File: config.mk
export PLATFORM = sky130hd
export DESIGN_NAME = cam_param
export DESIGN_NICKNAME = d
export VERILOG_FILES = /design/src/rtl/cam_param.sv
export SDC_FILE = /design/constraint.sdc
export NUM_CORES = 1
export LEC_CHECK = 0
export CORE_MARGIN = 1
export CORE_UTILIZATION = 61
export CTS_CLUSTER_SIZE = 30
export DETAILED_ROUTE_END_ITERATION = 12
export PLACE_DENSITY = 0.81
export RECOVER_POWER = 25
export SLEW_MARGIN = 10
export SYNTH_ARGS = -nofsm -noshare
export SYNTH_HDL_FRONTEND = slang
export SYNTH_SLANG_ARGS = --single-unit
export TNS_END_PERCENT = 1
File: constraint.sdc
create_clock -name clk -period 5.49 [get_ports clk]
set_input_delay 1.098 -clock clk [delete_from_list [all_inputs] [get_ports clk]]
set_output_delay 1.098 -clock clk [all_outputs]
set_load 0.01 [all_outputs]
File: src/rtl/cam_param.sv
// Parametrised content-addressable memory with per-entry valid bits, ternary
// search, multi-hit detection, occupancy counter and free-slot finder.
module cam_param #(
  parameter int DATA_W = 8,
  parameter int DEPTH  = 16,
  parameter int ADDR_W = $clog2(DEPTH)
) (
  input  logic              clk,
  input  logic              rst_n,
  input  logic              enable,
  input  logic              write,
  input  logic              erase,
  input  logic [ADDR_W-1:0] addr,
  input  logic [DATA_W-1:0] data,
  input  logic [DATA_W-1:0] mask,
  output logic [ADDR_W-1:0] out,
  output logic              found,
  output logic              multi,
  output logic [ADDR_W:0]   count,
  output logic [ADDR_W-1:0] free_addr,
  output logic              full
);

  logic [DATA_W-1:0] mem_q [DEPTH];
  logic [DATA_W-1:0] mem_d [DEPTH];
  logic [DEPTH-1:0]  valid_q, valid_d;
  logic [ADDR_W:0]   count_q, count_d;
  logic [ADDR_W-1:0] out_q, out_d;
  logic              found_q, found_d;
  logic              multi_q, multi_d;

  logic [DEPTH-1:0]  match_s;
  logic [ADDR_W-1:0] hit_idx_s;
  logic              hit_any_s;
  logic              hit_multi_s;
  logic [ADDR_W-1:0] free_idx_s;
  logic              addr_ok_s;

  // Ternary compare of the key against every valid entry (pre-edge contents).
  always_comb begin
    for (int i = 0; i < DEPTH; i++) begin
      match_s[i] = valid_q[i] && (((mem_q[i] ^ data) & mask) == {DATA_W{1'b0}});
    end
  end

  // Descending scan so the last assignment is the lowest index; a second hit sets multi.
  always_comb begin
    hit_idx_s   = {ADDR_W{1'b0}};
    hit_any_s   = 1'b0;
    hit_multi_s = 1'b0;
    free_idx_s  = {ADDR_W{1'b0}};
    for (int i = DEPTH - 1; i >= 0; i--) begin
      if (match_s[i]) begin
        hit_multi_s = hit_multi_s | hit_any_s;
        hit_any_s   = 1'b1;
        hit_idx_s   = ADDR_W'(i);
      end else begin
        hit_multi_s = hit_multi_s;
      end
      if (!valid_q[i]) begin
        free_idx_s = ADDR_W'(i);
      end else begin
        free_idx_s = free_idx_s;
      end
    end
  end

  // Next-state for storage, valid bits and occupancy; write has priority over erase.
  always_comb begin
    addr_ok_s = ({1'b0, addr} < (ADDR_W + 1)'(DEPTH));
    mem_d     = mem_q;
    valid_d   = valid_q;
    count_d   = count_q;
    if (write && addr_ok_s) begin
      mem_d[addr]   = data;
      valid_d[addr] = 1'b1;
      if (!valid_q[addr]) begin
        count_d = count_q + (ADDR_W + 1)'(1);
      end else begin
        count_d = count_q;
      end
    end else if (erase && addr_ok_s) begin
      valid_d[addr] = 1'b0;
      if (valid_q[addr]) begin
        count_d = count_q - (ADDR_W + 1)'(1);
      end else begin
        count_d = count_q;
      end
    end else begin
      count_d = count_q;
    end
  end

  // Search results update only on a request and otherwise hold.
  always_comb begin
    out_d   = out_q;
    found_d = found_q;
    multi_d = multi_q;
    if (enable) begin
      out_d   = hit_idx_s;
      found_d = hit_any_s;
      multi_d = hit_multi_s;
    end else begin
      out_d   = out_q;
    end
  end

  // Control state with synchronous active-low reset.
  always_ff @(posedge clk) begin
    if (!rst_n) begin
      valid_q <= {DEPTH{1'b0}};
      count_q <= {(ADDR_W + 1){1'b0}};
      out_q   <= {ADDR_W{1'b0}};
      found_q <= 1'b0;
      multi_q <= 1'b0;
    end else begin
      valid_q <= valid_d;
      count_q <= count_d;
      out_q   <= out_d;
      found_q <= found_d;
      multi_q <= multi_d;
    end
  end

  // Stored words need no reset; their valid bits gate every use.
  always_ff @(posedge clk) begin
    mem_q <= mem_d;
  end

  assign out       = out_q;
  assign found     = found_q;
  assign multi     = multi_q;
  assign count     = count_q;
  assign full      = &valid_q;
  assign free_addr = full ? {ADDR_W{1'b0}} : free_idx_s;

  cam_param_chk #(.DEPTH(DEPTH), .ADDR_W(ADDR_W)) u_chk (
    .clk   (clk),
    .rst_n (rst_n),
    .count (count_q),
    .full  (full)
  );

endmodule

// Occupancy invariants: never above DEPTH, and full agrees with the counter.
module cam_param_chk #(
  parameter int DEPTH  = 16,
  parameter int ADDR_W = $clog2(DEPTH)
) (
  input logic            clk,
  input logic            rst_n,
  input logic [ADDR_W:0] count,
  input logic            full
);

  a_count_max: assert property (@(posedge clk) disable iff (!rst_n)
    count <= (ADDR_W + 1)'(DEPTH));

  a_full_count: assert property (@(posedge clk) disable iff (!rst_n)
    full == (count == (ADDR_W + 1)'(DEPTH)));

endmodule

**After elaboration in Yosys (flattened, before gate mapping)**

Cells that the tools add are included.

- Word-level logic and storage cells: 193
- Output and inout bits: 16
- Register bits: 155

- Bitwise operators: 50
- Reductions and logical operators: 38
- $lt $le $gt $ge: 4
- Mux-type cells: 77
- $add $sub $neg: 2
- Equal/unequal tests: 1

Operators by type and width:

| kind | count |
|---|---|
| 4-bit two-way mux | 33 |
| 8-bit bitwise AND | 16 |
| 128-bit bitwise mux | 1 |
| 8-bit logical NOT | 16 |
| 8-bit XOR | 16 |
| 1-bit two-way mux | 33 |
| 8-bit demux with 4-bit select | 1 |
| 16-bit two-way mux | 2 |
| 5-bit two-way mux | 4 |
| 1-bit logical AND | 18 |
| 16-bit bitwise AND | 1 |
| 16-bit inverter | 1 |
| 16-bit bitwise OR | 1 |
| 16-bit AND reduction | 1 |
| 1-bit bitwise OR | 14 |
| 8-bit two-way mux | 1 |
| 5-bit by 1-bit adder with 5-bit output (second input constant) | 1 |
| 5-bit greater-or-equal comparator (second input constant) | 1 |
| 4-bit by 5-bit less-than comparator with 1-bit output (second input constant) | 1 |
| 5-bit by 1-bit less-than comparator with 1-bit output (second input constant) | 1 |
| 4-bit inverter with 5-bit output | 1 |
| 5-bit by 1-bit subtractor with 5-bit output (second input constant) | 1 |
| 1-bit binary-select mux with 4-bit select | 1 |
| 1-bit demux with 4-bit select | 1 |
| 4 further kinds | 5 |

**Logic depth before layout (Yosys ltp)**

- Depth in word-level cells: 34
- Depth in mapped cells: 12
- Mapped depth without buffers: 9

**Least setup slack after synthesis**

No wires, ideal clock.

- Kind: input -> register
- From: input port addr[0]
- To: register count_q[4], in the netlist count[4]
- Data arrival time: 2,984 ps
- Library setup time: 70 ps
- Slack: 2,436 ps
- Cell stages on the path: 6
- Buffers on the path: 1
- Cells stage by stage: buf_6 > mux4_1 > mux4_2 > mux2_4 > or3_1 > a21boi_1

- Longest elaborated chain between the ends: 4

Ends and longest elaborated chain:

| what | line | text |
|---|---|---|
| start, declared | 13 | `input logic [ADDR_W-1:0] addr,` |
| 1-bit binary-select mux with 4-bit select * | 77, 84 |  |
| 1-bit two-way mux (not written as such) * | 77, 84 |  |
| 2-bit != test (no line) or 2-bit nonzero test (tied branches) | -- |  |
| 3-bit AND reduction (no line) * | -- |  |
| end signal, assigned | 112 | `count_q <= {(ADDR_W + 1){1'b0}};` |
| end signal, assigned | 118 | `count_q <= count_d;` |
| end, declared | 27 | `logic [ADDR_W:0] count_q, count_d;` |

Mark *: on every way between the ends. The rest lies on a longest branch, timed or not. The select of a mux whose other input is x is not followed.
A chain may end at the register's enable or synchronous reset.

**Worst setup path in the final report**

- From: input port data[0]
- To: register out_q[1], in the netlist out[1]

- Longest elaborated chain between the ends: 20

Ends and longest elaborated chain:

| what | line | text |
|---|---|---|
| start, declared | 14 | `input logic [DATA_W-1:0] data,` |
| 8-bit XOR | 42 | `match_s[i] = valid_q[i] && (((mem_q[i] ^ data) & mask) == {DATA_W{1'b0}});` |
| 8-bit bitwise AND | 42 |  |
| 8-bit logical NOT | 42 |  |
| 1-bit logical AND | 42 |  |
| 4-bit two-way mux (15 in a row) | 53 | `if (match_s[i]) begin` |
| 4-bit two-way mux * | 53 |  |
| end signal, assigned | 113 | `out_q <= {ADDR_W{1'b0}};` |
| end signal, assigned | 119 | `out_q <= out_d;` |
| end, declared | 28 | `logic [ADDR_W-1:0] out_q, out_d;` |

Mark *: on every way between the ends. The rest lies on a longest branch, timed or not.

==> metrics.md <==
| Metric | Value |
|---|---|
| Critical-path cell with the highest stage delay | sky130_fd_sc_hd__dlygate4sd3_1 |
| Number of clock sinks seen by CTS | 155 |
| Vias per cell | 6.33 |
| Number of buffers inserted by port buffering | 40 |
| Leakage Power | between 3 and 4 nW |
| Maximum clock insertion buffer count | 2 |
| Transition time of the tightest slew-check pin | between 1.5 and 2 ns |
| Post-layout net count | about 680 |
| Number of max-cap violations | 1 |
| Number of non-filler instances in the completed layout | approximately 830 |
| Setup crit start kind | input port |
| Largest net degree at the start of global routing | 29 |
| Final antenna-violating net count | 0 |
| CTS Buf Count | 17 |
| Ranking of synthesized cells by instance count | sky130_fd_sc_hd__xor2_1 (129), sky130_fd_sc_hd__edfxtp_1 (128), sky130_fd_sc_hd__nor2_1 (35) |
| Die height | approximately 110 um |
| Cell Count Post-Placement | ~800 |
| Synthesis-to-finish area growth | 14.3% |
| Highest cell delay on the worst timing path | slightly above 1 ns |
| Worst Reg-to-Reg Cells | 8 |
| Leading area contributor after synthesis | sky130_fd_sc_hd__edfxtp_1 |
| Ratio of cells with drive above 1 in the final layout | roughly 6.5% |
| HPWL after detailed placement | about 12000 um |
| Worst-case hold slack | around 0.5 ns |
| GR Util All Layers | between 30% and 40% |
| Aggregate global routing overflow | 0 |
| Cell area after synthesis | roughly 7600 um^2 |
| Antenna violations before repair | 0 |
| Worst clock skew | between 0.008 and 0.009 ns |
| Main area contributors after synthesis | sky130_fd_sc_hd__edfxtp_1 (51%), sky130_fd_sc_hd__xor2_1 (15%), sky130_fd_sc_hd__dfxtp_1 (7.1%), sky130_fd_sc_hd__o21a_1 (2.7%), sky130_fd_sc_hd__a222oi_1 (2.1%) |
| Area of combinational cells with multiple inputs | roughly 3000 um^2 |
| Buffer count from post-CTS setup fixing | 0 |
| Sequential-to-total area share from yosys stat | between 50% and 60% |
| Final worst-path cycle share | roughly four fifths |
| Worst-skew pair later-pin latency | 0.42 ns |
| Final critical path time including I/O delays and setup | roughly 4.3 ns |
| Cell breakdown of the critical path | dlygate4sd3_1 > clkbuf_1 > xor2_1 > a22oi_1 > and3_1 > and3_1 > nor2b_1 > o31a_1 > o21ai_0 > a21boi_0 > o41ai_1 |
| Worst path required time | slightly below 6 ns |
| Number of nets in the synthesized netlist | around 640 |
| Post-synthesis average cell area | approximately 12 um^2 |
| Worst Hold Class | reg -> reg |
| Data arrival time of the worst path | around 4.6 ns |
| Cell Rows | 40 |
| Starting utilization of the core area | about 63% |
| Number of different library cells in the post-synthesis netlist | 52 |
| Routed vias | approximately 5200 |
| Iteration-0 DRC Markers | about 690 |
| Number of warning messages in the yosys log | 0 |
| # hold bufs at CTS | 0 |
| Final hold violations | 0 |
| DIE AREA | 12900 um^2 |
| Critical Path Sink Type | flip-flop |
| Final estimated routing congestion in global placement | between 0.8 and 0.9 |
| Max Slew Vio Count | 25 |
| DRT Pass-1 Iters | 8 |
| Power density cells | between 300 and 400 nW/um^2 |
| Synth async-reset ratio | 0% |
| Diode insertion count for antenna repair | 0 |
| Area after detailed placement | around 8200 um^2 |
| Count of endpoints failing setup in the final report | 0 |
| Hold Crit Depth | 2 |
| Wirelength, routed | roughly 18000 um |
| Remaining routing DRC violations | 0 |
| Final Cell Area | 8690 um^2 |
| CTS tree | built |
| Sequential cell area | ~4400 um^2 |
| Clock H-tree levels | 4 |
| Core area | around 12000 um^2 |
| Run status | finished with violations |
| Upper clock frequency limit | 0.232 GHz |
| Vias in the first global route | 5045 |
| Violations in the final reports | capacitance limit, slew limit |
| Total of fill cells in the finished design | between 800 and 900 |
| Clock input transition at the sequential cells of the worst setup and hold paths | 0.06 ns |
| Maximum resistive drop on vdd | ~310 uV |
| Mean routed wirelength per cell | between 20 and 25 um |
| Class of the most critical setup path | in -> reg |
| CP dominant cell by count | sky130_fd_sc_hd__and3_1 |
| Slew HR | -7.31% |
| Maximum fanout count along the critical path | 15 |
| CTS resizes | 0 |
| Number of register bits inferred by synthesis | roughly 160 |
| Share of the synthesized area in the top cell type | roughly half |
| Number of enable-type register cells in the synthesized netlist | around 130 |
| Post-synth top flop | sky130_fd_sc_hd__edfxtp_1 |
| Most instantiated library cell after synthesis | sky130_fd_sc_hd__xor2_1 |
| Unrepaired setup endpoints after global routing | false |
| Count of mapped cells out of synthesis | 612 |
| Total negative slack | 0 ns |
| First-pass GRT wire length | about 28000 um |
| Worst reg2reg setup slack | just under 3 ns |
| Die extent in x | 114 um |
| Io pins | 41 |
| Clk root buf | sky130_fd_sc_hd__clkbuf_16 |
## layout by cell type (no fill, tap or decap), types with 4 or more instances in the layout
master | synthesis | routed
sky130_fd_sc_hd__clkinv_1 | 0 | 4
sky130_fd_sc_hd__nor3_1 | 7 | 7
sky130_fd_sc_hd__nand4_1 | 10 | 10
sky130_fd_sc_hd__clkdlybuf4s50_1 | 0 | 33
sky130_fd_sc_hd__o21a_1 | 27 | 27
sky130_fd_sc_hd__a22o_1 | 7 | 7
sky130_fd_sc_hd__a222oi_1 | 16 | 16
sky130_fd_sc_hd__a221oi_1 | 9 | 9
sky130_fd_sc_hd__or2_2 | 5 | 5
sky130_fd_sc_hd__dlygate4sd3_1 | 0 | 6
sky130_fd_sc_hd__clkbuf_1 | 23 | 11
sky130_fd_sc_hd__a31oi_1 | 4 | 4
sky130_fd_sc_hd__and4_1 | 4 | 4
sky130_fd_sc_hd__and3_1 | 9 | 9
sky130_fd_sc_hd__nand3b_1 | 5 | 5
sky130_fd_sc_hd__dfxtp_1 | 27 | 27
sky130_fd_sc_hd__clkbuf_16 | 0 | 17
sky130_fd_sc_hd__o21ai_0 | 13 | 13
sky130_fd_sc_hd__inv_1 | 11 | 11
sky130_fd_sc_hd__nor2_1 | 35 | 35
sky130_fd_sc_hd__nand2b_1 | 5 | 5
sky130_fd_sc_hd__a22oi_1 | 15 | 15
sky130_fd_sc_hd__nor2b_1 | 13 | 13
sky130_fd_sc_hd__a21oi_1 | 15 | 15
sky130_fd_sc_hd__nand3_1 | 5 | 5
sky130_fd_sc_hd__buf_4 | 2 | 11
sky130_fd_sc_hd__nand2_1 | 31 | 31
sky130_fd_sc_hd__edfxtp_1 | 128 | 128
sky130_fd_sc_hd__a21boi_0 | 5 | 5
sky130_fd_sc_hd__xor2_1 | 129 | 129
## path summary, 6_finish.rpt
kind                                start  endpoint
worst min register to register   count[4]  count[4]
worst max register to register  mem_q[10]    out[1]
worst max-delay path              data[0]    out[1]
worst min-delay path             count[4]  count[4]
## where the power goes
group	switching (mW)	internal, mW
clock	0.435	0.687
combinational	0.148	0.105
sequential	0.0182	1.30
total	0.601	2.09
## through the flow
stage          setup WS, ns  total power, mW  util (%)
3_3_place_gp           1.18             1.59      67.6
6_report               1.18             2.70      72.0
4_1_cts                1.47             2.71      72.3
5_1_grt                1.11             2.78      72.0
2_1_floorplan          2.44             1.50         -
3_5_place_dp           1.05             1.60      67.6
## metal layers
layer | track usage (%) | routed length [um]
met5 | 0 | 0
met4 | 13.6 | 518
met3 | 6.48 | 1590
met2 | 48.6 | 8860
met1 | 39.3 | 7210
## logic make-up (layout without fill, tap and decap cells)
kind of cell	count (synthesis)	in the layout	share of synthesized area [%]
flip-flops	155	155	57.7
AND/OR/NAND/NOR	135	135	8.97
XOR/XNOR	132	132	15.2
AO/OA/AOI/OAI	125	125	12.3
buffers and inverters	53	100	3.04
multiplexers	7	7	1.96
adder cells (fa/ha/maj)	5	5	0.889
## critical path, delay by kind of cell
family                    cells  cell delay [ns]
buffers and inverters         2             1.70
AOI/OAI and AO/OA             5             1.05
and+or+nand+nor               3             0.61
xor gates and xnor gates      1             0.15
## area by class of cell
class	count	share of cell area (%)
Clock inverter	9	1.11
Clock buffer	23	5.39
Inverter	11	0.475
Sequential cell	155	50.5
Timing Repair Buffer	57	5.75
Tap cell	168	2.42
Multi-Input combinational cell	404	34.4
Power figures use the tool's default switching activity.
